$ cat src/rtl/fetch_queue_pkg.sv
// Shared definitions for the fetch->decode queue: entry layout and constants.
// The optional same-cycle bypass in fetch_queue is enabled by FETCH_QUEUE_BYPASS_EN.
package fetch_queue_pkg;

    localparam int FQ_DEPTH = 4;
    localparam int FQ_XLEN  = 32;

    localparam logic [FQ_XLEN-1:0] NOP_INSTR = 32'h00000013;

    typedef struct packed {
        logic [FQ_XLEN-1:0] pc;
        logic [FQ_XLEN-1:0] pc_plus_4;
        logic [FQ_XLEN-1:0] instr;
        logic               predict_taken;
        logic               btb_valid;
    } fq_entry_t;

endpackage

$ cat src/rtl/fetch_queue_ram.sv
// DEPTH x fq_entry_t storage: synchronous write, asynchronous read.
module fetch_queue_ram
    import fetch_queue_pkg::*;
#(
    parameter int DEPTH = FQ_DEPTH,
    parameter int AW    = $clog2(DEPTH)
) (
    input  logic          clk,
    input  logic          we,
    input  logic [AW-1:0] waddr,
    input  fq_entry_t     wdata,
    input  logic [AW-1:0] raddr,
    output fq_entry_t     rdata
);

    fq_entry_t mem [DEPTH];

    always_ff @(posedge clk) begin
        if (we) mem[waddr] <= wdata;
    end

    assign rdata = mem[raddr];

endmodule

$ cat src/rtl/fetch_queue.sv
// First-word-fall-through queue between fetch and decode with flush on redirect.
// Define FETCH_QUEUE_BYPASS_EN to let an entry reach decode in its push cycle when empty.
module fetch_queue
    import fetch_queue_pkg::*;
#(
    parameter int DEPTH = FQ_DEPTH,
    parameter int XLEN  = FQ_XLEN
) (
    input  logic                     CLK,
    input  logic                     RST,
    input  logic                     Flush,
    input  logic                     Push_F,
    input  logic [XLEN-1:0]          PC_F,
    input  logic [XLEN-1:0]          PC_Plus_4_F,
    input  logic [XLEN-1:0]          Instr_F,
    input  logic                     Predict_Taken_F,
    input  logic                     BTB_Valid_F,
    output logic                     Ready_F,
    input  logic                     Stall_D,
    output logic                     Valid_D,
    output logic [XLEN-1:0]          PC_D,
    output logic [XLEN-1:0]          PC_Plus_4_D,
    output logic [XLEN-1:0]          Instr_D,
    output logic                     Predict_Taken_D,
    output logic                     BTB_Valid_D,
    output logic [$clog2(DEPTH+1)-1:0] Count
);

    localparam int AW = $clog2(DEPTH);
    localparam int CW = $clog2(DEPTH+1);

    logic [AW-1:0] wr_ptr_q, wr_ptr_d;
    logic [AW-1:0] rd_ptr_q, rd_ptr_d;
    logic [CW-1:0] count_q, count_d;

    fq_entry_t in_entry, head_entry, out_entry;
    logic      not_empty, push_acc, push_wr, pop, bypass, out_valid;

    always_comb begin
        in_entry.pc            = PC_F;
        in_entry.pc_plus_4     = PC_Plus_4_F;
        in_entry.instr         = Instr_F;
        in_entry.predict_taken = Predict_Taken_F;
        in_entry.btb_valid     = BTB_Valid_F;
    end

    assign not_empty = (count_q != '0);
    assign Ready_F   = (count_q != CW'(DEPTH));
    assign push_acc  = Push_F && Ready_F && !Flush;
    assign pop       = not_empty && !Stall_D && !Flush;

`ifdef FETCH_QUEUE_BYPASS_EN
    assign bypass = !not_empty && Push_F && !Flush;
`else
    assign bypass = 1'b0;
`endif

    // A bypassed entry that decode takes immediately never touches storage.
    assign push_wr = push_acc && !(bypass && !Stall_D);

    always_comb begin
        wr_ptr_d = wr_ptr_q;
        rd_ptr_d = rd_ptr_q;
        count_d  = count_q;
        if (Flush) begin
            wr_ptr_d = '0;
            rd_ptr_d = '0;
            count_d  = '0;
        end else begin
            if (push_wr) wr_ptr_d = wr_ptr_q + AW'(1);
            if (pop)     rd_ptr_d = rd_ptr_q + AW'(1);
            if (push_wr && !pop)      count_d = count_q + CW'(1);
            else if (pop && !push_wr) count_d = count_q - CW'(1);
        end
    end

    always_ff @(posedge CLK) begin
        if (RST) begin
            wr_ptr_q <= '0;
            rd_ptr_q <= '0;
            count_q  <= '0;
        end else begin
            wr_ptr_q <= wr_ptr_d;
            rd_ptr_q <= rd_ptr_d;
            count_q  <= count_d;
        end
    end

    fetch_queue_ram #(
        .DEPTH (DEPTH),
        .AW    (AW)
    ) u_ram (
        .clk   (CLK),
        .we    (push_wr),
        .waddr (wr_ptr_q),
        .wdata (in_entry),
        .raddr (rd_ptr_q),
        .rdata (head_entry)
    );

    always_comb begin
        out_valid = not_empty || bypass;
        out_entry = bypass ? in_entry : head_entry;
        if (!out_valid) begin
            out_entry               = '0;
            out_entry.instr         = NOP_INSTR;
        end
    end

    assign Valid_D         = out_valid;
    assign PC_D            = out_entry.pc;
    assign PC_Plus_4_D     = out_entry.pc_plus_4;
    assign Instr_D         = out_entry.instr;
    assign Predict_Taken_D = out_entry.predict_taken;
    assign BTB_Valid_D     = out_entry.btb_valid;
    assign Count           = count_q;

endmodule

$ cat config.mk
export PLATFORM = sky130hd
export DESIGN_NAME = fetch_queue
export DESIGN_NICKNAME = d
export VERILOG_FILES = /design/src/rtl/fetch_queue_pkg.sv /design/src/rtl/fetch_queue_ram.sv /design/src/rtl/fetch_queue.sv
export SDC_FILE = /design/constraint.sdc
export NUM_CORES = 1
export LEC_CHECK = 0
export BUFFER_PORTS_ARGS = -buffer_cell sky130_fd_sc_hd__buf_2
export CAP_MARGIN = 15
export CORE_MARGIN = 5
export CORE_UTILIZATION = 56
export CTS_CLUSTER_DIAMETER = 30
export DETAILED_ROUTE_END_ITERATION = 10
export GPL_TIMING_DRIVEN = 0
export PLACE_DENSITY = 0.78
export SYNTH_ARGS = -nofsm -noshare
export SYNTH_HDL_FRONTEND = slang
export SYNTH_SLANG_ARGS = --single-unit
export TNS_END_PERCENT = 20
$ cat constraint.sdc
create_clock -name CLK -period 10.5 [get_ports CLK]
set_clock_uncertainty 0.15 [all_clocks]
set_input_delay 0 -clock CLK [delete_from_list [all_inputs] [get_ports CLK]]
set_output_delay 0 -clock CLK [all_outputs]
set_load 0.05 [all_outputs]
==> results.toml, run 1 <==
[outcome]
status = "finished clean"

[global_route]
grt_first_pass_wirelength_microns = 50700
grt_max_degree = 54
antenna_found_initial = 1
first_global_vias = 9103
grt_remaining_overflow = 0
grt_usage = 0.215

[critical_path]
start_kind = "flop"
cp_max_fo = 10
crit_path_start = "Count[0]"
reg2reg_to = "wr_ptr_q[1]"
critPathKind = "flop to primary output"
r2r-start = "Count[2]"
r2r_cells = 6
end_kind = "primary output"
r2r_slack_ps = 8010
crit_arrival_ps = 2810
critPathRequiredTime_ps = 10350

[layout]
drive_above_1_share = 0.399
syn_to_final_growth_pct = 32.5
nNetsFinal = 1168
post-route-util = 0.752
most-common-layout-cells = "edfxtp_1, buf_2, dlygate4sd3_1, mux4_2, and2_1"
final_common_cell = "edfxtp_1"

[synth]
synth-adder-area-share = 0.00541
ys_types = 28
synth.area.mux_share = 0.145
ys_seq_area_frac = 0.784
synthFlopType = "edfxtp_1"
synth_area_sq_um = 15300
synth_edf_count = 392
synth_compound_area_frac = 0.00361
synth_xor_area_frac = 0.00115
netlist_instances = 673
synth_top_family_by_area = "multiplexers"
async_reset_ff_frac = 0
synth-simple-area-share = 0.0478
ys_ff_latch = 401
avgSynthCellArea_sq_um = 22.7
synthesis.nets = 782
synth_warnings = 0

[floorplanning]
die_area_sq_um = 30600
ios = 206
initial_core_util = 0.568
die_w_microns = 175
core-area_sq_um = 26900
die_height_microns = 175
rows = 60

[power_and_ir_drop]
p_leak_nw = 7.19
peakVddDrop_mv = 0.164
cellPowerDensity_nw_per_um2 = 212

[route]
first_pass_iters = 5
drtIter0Drc = 569
drcViolationCount = 0
wirelength_microns = 32300
vias = 8019
avgRoutedWirePerCell_microns = 22.2
ant_nets = 0
via_per_inst = 5.51

[cts]
numCtsBuffers = 69
cts.sinks = 401
clockRootBuffer = "clkbuf_16"
htreeDepth = 3
insertion_delay_ps = 540
clk_path_buf_depth = 3
cts_tree = "done"
path_clk_slew_ps = 50
cts-resized-gates = 0

[timing]
slew_headroom = 0.453
tns_ps = 0
hold_slack_ps = 55.5
final-hold-violation-count = 0
fin_crit_sh = 0.282
rsz0062_at_grt = "no"
max_freq_ghz = 0.338
post-route-min-period_ps = 2960
slew_viol_final = 0
tightestPinTransition_ps = 821
setup_viol = 0

[place]
hpwlAfterDp_microns = 18000
io_buffer_count = 205
place_congestion = 0.716

[worst_hold_path]
hp-class = "input pin to flop"
whs_path_depth = 2
hp-start = "PC_Plus_4_F[7]"
whs_endpoint = "u_ram.mem[2][41]"

[run]
maxCapViolCount = 0
## kinds of logic (layout without fill, tap and decap cells)
group,count (synthesis),count (layout)
mux,99,99
simple gates,117,117
buf+inv,38,479
other cells,0,1
fa+ha+maj,6,6
compound gates,10,10
flops,401,401
xor+xnor,2,2
## layout make-up
class / instances / area [sq um]
antenna: 1 / 2.50
buffer: 34 / 184
clock buffer: 75 / 1770
clock inverter: 51 / 543
fill: 1453 / 6660
inverter: 4 / 15.0
multi-input combinational: 234 / 3120
sequential: 401 / 12000
tap: 341 / 427
timing repair buffer: 315 / 2200
## synth_stat cells, types with 2 or more instances
master	n	share of area
a21oi_1	5	0.0016
and2_1	96	0.039
and3_1	4	0.0016
buf_2	12	0.0039
buf_8	3	0.0030
clkbuf_1	18	0.0044
dfxtp_1	9	0.012
edfxtp_1	392	0.77
ha_1	5	0.0041
inv_1	4	0.00098
mux4_2	98	0.14
nor2_1	3	0.00074
o21ai_0	3	0.00098
or2_1	3	0.0012
or3_1	4	0.0016
xor2_1	2	0.0011
## registers in the layout (all words and copies together), names as in the netlist, named ones only
| name | cells |
|---|---|
| Count | 3 |
| wr_ptr_q | 2 |
| u_ram.mem | 392 |
| rd_ptr_q | 2 |
## timing repair
| item | CTS | global route |
|---|---|---|
| hold buffers | 106 | 0 |
| endpoints found under the hold margin | 401 | 0 |
| setup buffers | 0 | 0 |
## routing by layer
layer | global-route usage | wire, microns
met5 | 0 | 0
met4 | 0.0681 | 663
met1 | 0.268 | 12400
met2 | 0.375 | 17000
met3 | 0.0530 | 2210
## critical path: stages, from the launching register on
cell,delay (ps)
dfxtp_1,450
nor3_2,130
inv_1,320
clkbuf_1,380
clkbuf_1,480
and2_1,230
buf_2,270
## per-stage QoR
step	worst slack (ps)	area, sq um	power, mW	cells
floorplan	6270	15300	2.02	673
global placement	5160	16700	2.11	1219
detailed placement	7990	16800	2.11	1223
CTS	7420	20200	4.33	1455
global route	7360	20200	4.44	1456
finish	7540	20200	4.29	1456
## worst max path at each step
stage,to,depth (start not counted)
floorplan,u_ram.mem[0][0],3
global placement,u_ram.mem[1][64],3
detailed placement,PC_D[9],6
CTS,PC_D[9],6
global route,PC_D[11],6
finish,PC_D[9],6
## report_power, final
group	switching (mW)	total, mW	internal (mW)
logic	0.208	0.318	0.110
clock network	0.784	2.18	1.39
registers	0.00717	1.79	1.79
(Power assumes the default switching activity.)
==> run 2: changes to the inputs <==
==> constraint.sdc (replaced) <==
create_clock -name CLK -period 2.9 [get_ports CLK]
set_clock_uncertainty 0.15 [all_clocks]
set_input_delay 0 -clock CLK [delete_from_list [all_inputs] [get_ports CLK]]
set_output_delay 0 -clock CLK [all_outputs]
set_load 0.05 [all_outputs]
==> run 2 against run 1 <==
Compared with the run above: routed wire length grew 3.4%; sequential share of layout area shrank 0.61 points; global-route usage grew 0.58 points; largest power group unchanged; combinational power grew to 3.7 times the previous value; highest routed layer unchanged; register-to-register slack lost 7600 ps; total power grew to 3.7 times the previous value; clock-buffer cell count grew 7; sequential cell count is the same; hold slack lost 7.3 ps.
==> results.toml, run 2 (synthesis gave the netlist of run 1 again) <==
[worst_hold_path]
hp-class = "input pin to flop"
whs_path_depth = 2

[place]
dpl_cell_area_sq_um = 16900
dp_cells = 1225
place_congestion = 0.731
preCtsSetupSlack_ps = 392
io_buffer_count = 205
hpwlAfterDp_microns = 18200

[cts]
path_clk_slew_ps = 50
numCtsBuffers = 73
clk_path_buf_depth = 3
cts.sinks = 401
insertion_delay_ps = 540
cts_tree = "done"
clockRootBuffer = "clkbuf_16"
htreeDepth = 3

[timing]
slew_headroom = 0.397
worst_slack_ps = 64.8
slew_viol_final = 0
setup_viol = 0
post-route-min-period_ps = 2840
rsz0062_at_grt = "yes"
tightestPinTransition_ps = 904
fin_crit_sh = 0.978
final-hold-violation-count = 0
tns_ps = 0
max_freq_ghz = 0.353
hold_slack_ps = 48.2

[critical_path]
start_kind = "flop"
r2r-start = "Count[0]"
worst_path_most_repeated_cell = "buf_2"
critPathCapture = "PC_D[25]"
worst_path_max_delay_cell = "mux4_2"
path_delay_family = "buffers and inverters"
cp_slowest_stage_delay_ps = 420
critPathKind = "flop to primary output"
r2r_slack_ps = 370
crit_chain = "buf_2 > buf_2 > buf_2 > mux4_2 > and2_1 > buf_2"
cp_max_fo = 10
critPathRequiredTime_ps = 2750
r2r_cells = 9
reg2reg_to = "Count[2]"
path_buf_inv = 4
path_depth = 6
end_kind = "primary output"
crit_arrival_ps = 2690

[global_route]
grt_max_degree = 56
grt_usage = 0.221
first_global_vias = 9143
grt_remaining_overflow = 0
grt_first_pass_wirelength_microns = 51800
antenna_found_initial = 3

[layout]
fillers = 1451
largest_reg_flops = 392
final_cells = 1465
syn_to_final_growth_pct = 33.9
largest_register = "u_ram.mem"
nNetsFinal = 1174
final_common_cell = "edfxtp_1"
post-route-util = 0.760
design_area_sq_um = 20400
drive_above_1_share = 0.404
most-common-layout-cells = "edfxtp_1, buf_2, dlygate4sd3_1, mux4_2, and2_1"

[floorplanning]
ios = 206
core-area_sq_um = 26900
rows = 60
die_area_sq_um = 30600
die_height_microns = 175
initial_core_util = 0.568
die_w_microns = 175

[power_and_ir_drop]
cellPowerDensity_nw_per_um2 = 786
peakVddDrop_mv = 0.598
power_mw = 16.1
p_leak_nw = 7.30

[route]
avgRoutedWirePerCell_microns = 22.8
first_pass_iters = 5
wirelength_microns = 33400
drcViolationCount = 0
via_per_inst = 5.51
drtIter0Drc = 574
ant_nets = 0
vias = 8078

[outcome]
status = "finished clean"

[run]
maxCapViolCount = 0
==> run 2: changes by cell type in the layout (fill, tap and decap cells not counted), moves of 2 or more <==
| cell | previous run | this run |
|---|---|---|
| bufinv_16 | 6 | 9 |
| clkbuf_2 | 0 | 4 |
| buf_12 | 0 | 2 |
| clkbuf_1 | 23 | 21 |
| clkbuf_16 | 70 | 75 |
| diode_2 | 1 | 3 |
| clkinv_4 | 6 | 3 |
==> run 2: where the power goes <==
part | total, mW | switching [mW] | internal (mW)
logic | 1.17 | 0.763 | 0.405
registers | 6.50 | 0.0269 | 6.47
clock network | 8.39 | 2.83 | 5.56
==> run 2: worst min-delay path by stage <==
stage / startpoint / to / slack, ps
3_5_place_dp: PC_F[20] / u_ram.mem[1][86] / 70
3_3_place_gp: PC_F[20] / u_ram.mem[3][86] / 60
4_1_cts: PC_F[20] / u_ram.mem[3][86] / 20
5_1_grt: Instr_F[17] / u_ram.mem[2][19] / 40
2_1_floorplan: BTB_Valid_F / u_ram.mem[0][0] / -50
6_report: PC_Plus_4_F[26] / u_ram.mem[3][60] / 50
==> run 2: metal layers <==
metal,vias to the layer above,track usage,part of all wire
li1,3582,-,-
met1,4150,0.273,0.38
met2,280,0.384,0.53
met3,66,0.0597,0.061
met4,0,0.0700,0.029
met5,-,0,0
==> run 2: area by class of cell <==
| class | instances | area [sq um] | area share |
|---|---|---|---|
| Sequential cell | 401 | 12000 | 0.585 |
| Multi-Input combinational cell | 234 | 3130 | 0.153 |
| Timing Repair Buffer | 317 | 2240 | 0.110 |
| Clock buffer | 82 | 1900 | 0.0932 |
| Clock inverter | 49 | 566 | 0.0277 |
| Tap cell | 341 | 427 | 0.0209 |
| Buffer | 34 | 189 | 0.00925 |
| Inverter | 4 | 15.0 | 0.000735 |
| Antenna cell | 3 | 7.51 | 0.000368 |
==> run 2: what timing repair did <==
| item | in CTS | in global routing |
|---|---|---|
| setup buffers | 0 | 0 |
| endpoints found under the hold margin | 401 | 0 |
| pin swaps | 0 | 0 |
| hold buffers | 106 | 0 |
| resized for setup | 4 | 2 |
| setup endpoints to repair | 40 | 20 |
| gates cloned | 0 | 0 |
==> run 3: changes to the inputs <==
--- a/config.mk
+++ b/config.mk
@@ -5,8 +5,9 @@
 export SDC_FILE = /design/constraint.sdc
 export NUM_CORES = 1
 export LEC_CHECK = 0
-export BUFFER_PORTS_ARGS = -buffer_cell sky130_fd_sc_hd__buf_2
-export CAP_MARGIN = 15
+export ABC_CLOCK_PERIOD_IN_PS = 2900
+export BUFFER_PORTS_ARGS = -buffer_cell sky130_fd_sc_hd__buf_4
+export CAP_MARGIN = 20
 export CORE_MARGIN = 5
 export CORE_UTILIZATION = 56
 export CTS_CLUSTER_DIAMETER = 30
==> run 3 against run 2 <==
Compared with the run above: sequential cell count stayed put; hold slack worse by 9.5 ps; routed wire length is 1.7% higher; register-to-register slack hardly changed; core utilization is 2.2 points higher; non-clock buffer count is 1 lower; combinational power is 9% higher; clock power is 3.2% higher; fmax is 6.3% higher; total power is 2.4% higher; first-iteration DRC count is 1.7% lower; critical endpoint is now PC_Plus_4_D[28]; largest cell class unchanged; highest routed layer unchanged.
==> results.toml, run 3 (synthesis gave the netlist of run 1 again) <==
[cts]
clk_path_buf_depth = 3
cts_setup_buffers = 0
clockRootBuffer = "clkbuf_16"
insertion_delay_ps = 530
numCtsBuffers = 74
cts_tree = "done"
htreeDepth = 3
path_clk_slew_ps = 50
cts.sinks = 401

[place]
place_congestion = 0.751
io_buffer_count = 205
dpl_cell_area_sq_um = 17400
hpwlAfterDp_microns = 18200
dp_cells = 1225

[layout]
final_common_cell = "edfxtp_1"
drive_above_1_share = 0.400
largest_reg_flops = 392
regArea_sq_um = 12000
largest_register = "u_ram.mem"
fillers = 1332
multiInputGateArea_sq_um = 3130
most-common-layout-cells = "edfxtp_1, buf_4, dlygate4sd3_1, mux4_2, and2_1"
design_area_sq_um = 21000
syn_to_final_growth_pct = 37.8
post-route-util = 0.782
final_cells = 1470
nNetsFinal = 1174

[critical_path]
worst_path_max_delay_cell = "dfxtp_1"
cp_slowest_stage_delay_ps = 480
end_kind = "primary output"
crit_chain = "nor3_4 > inv_1 > clkbuf_1 > and2_1 > buf_4"
r2r-start = "Count[2]"
cp_max_fo = 15
start_kind = "flop"
path_delay_family = "buffers and inverters"
critPathRequiredTime_ps = 2750
r2r_slack_ps = 360
r2r_cells = 6
critPathKind = "flop to primary output"
crit_arrival_ps = 2520
reg2reg_to = "wr_ptr_q[1]"
path_buf_inv = 3

[global_route]
first_global_vias = 9213
antenna_found_initial = 5
grt_first_pass_wirelength_microns = 52500
grt_remaining_overflow = 0
grt_max_degree = 56
grt_usage = 0.225

[route]
avgRoutedWirePerCell_microns = 23.1
wirelength_microns = 33900
ant_nets = 0
drcViolationCount = 0
vias = 8094
first_pass_iters = 5
drtIter0Drc = 564
via_per_inst = 5.51

[outcome]
status = "finished clean"

[power_and_ir_drop]
power_mw = 16.4
p_sw_mw = 3.62
cellPowerDensity_nw_per_um2 = 782
peakVddDrop_mv = 0.616
comb_power_share = 0.078
switching_share = 0.220
intPower_mw = 12.8
clkPwrFrac = 0.527
seqPwrFrac = 0.396
p_leak_nw = 7.42

[timing]
rsz0062_at_grt = "no"
final-hold-violation-count = 0
tightestPinTransition_ps = 808
slew_viol_final = 0
post-route-min-period_ps = 2670
max_freq_ghz = 0.375
slew_headroom = 0.461
fin_crit_sh = 0.920
setup_viol = 0

[floorplanning]
die_area_sq_um = 30600
die_height_microns = 175
core-area_sq_um = 26900
rows = 60
ios = 206
initial_core_util = 0.568
die_w_microns = 175

[run]
maxCapViolCount = 0

[worst_hold_path]
hp-class = "input pin to flop"
hp-start = "PC_Plus_4_F[26]"
whs_endpoint = "u_ram.mem[3][60]"
whs_path_depth = 2
==> run 3: worst max path at each step <==
| stage | endpoint | cells past startpoint | from | slack (ps) |
|---|---|---|---|---|
| final | PC_Plus_4_D[28] | 5 | Count[0] | 230 |
| after global routing | PC_Plus_4_D[14] | 5 | Count[0] | 40 |
| after CTS | PC_D[23] | 5 | Count[0] | 150 |
| after detailed placement | PC_D[6] | 6 | Count[0] | 410 |
| after global placement | u_ram.mem[0][63] | 3 | Count[0] | -610 |
| after floorplan | u_ram.mem[0][0] | 3 | Count[0] | -210 |
==> run 3: through the flow <==
step	hold WS [ps]	worst slack, ps	TNS [ps]
after floorplan	-51.1	-211	-82520
after global placement	50.4	-607	-227920
after detailed placement	53.0	410	0
after CTS	21.3	146	0
after global routing	37.3	38.6	0
final	38.7	232	0
==> run 3: layout make-up <==
type	instances	share of cell area
repair buffers	317	0.131
inverters	4	0.000714
multi-input cells	234	0.149
flip-flops and latches	401	0.569
plain buffers	33	0.00863
diodes	5	0.000595
clock inverters	47	0.0279
well taps	341	0.0203
clock buffers	88	0.0936
==> run 3: power groups by stage <==
| stage | logic [mW] | registers, mW | clock network (mW) |
|---|---|---|---|
| 2_1_floorplan | 0.686 | 6.61 | 0 |
| 3_3_place_gp | 1.13 | 6.61 | 0 |
| 3_5_place_dp | 1.15 | 6.61 | 0 |
| 4_1_cts | 1.28 | 6.50 | 8.73 |
| 5_1_grt | 1.34 | 6.50 | 9.13 |
| 6_report | 1.28 | 6.50 | 8.66 |
==> run 3: what timing repair did <==
item / 4_1_cts / 5_1_grt
hold buffers: 106 / 0
setup endpoints to repair: 40 / 0
resized for setup: 2 / 0
hold endpoints to repair: 401 / 0
==> run 3: layer usage <==
layer,GRT usage,vias to the layer above,routed length [microns]
met1,0.272,4131,12800
met3,0.0517,66,2170
met5,0,-,0
li1,-,3573,-
met4,0.0838,0,947
met2,0.397,324,18000
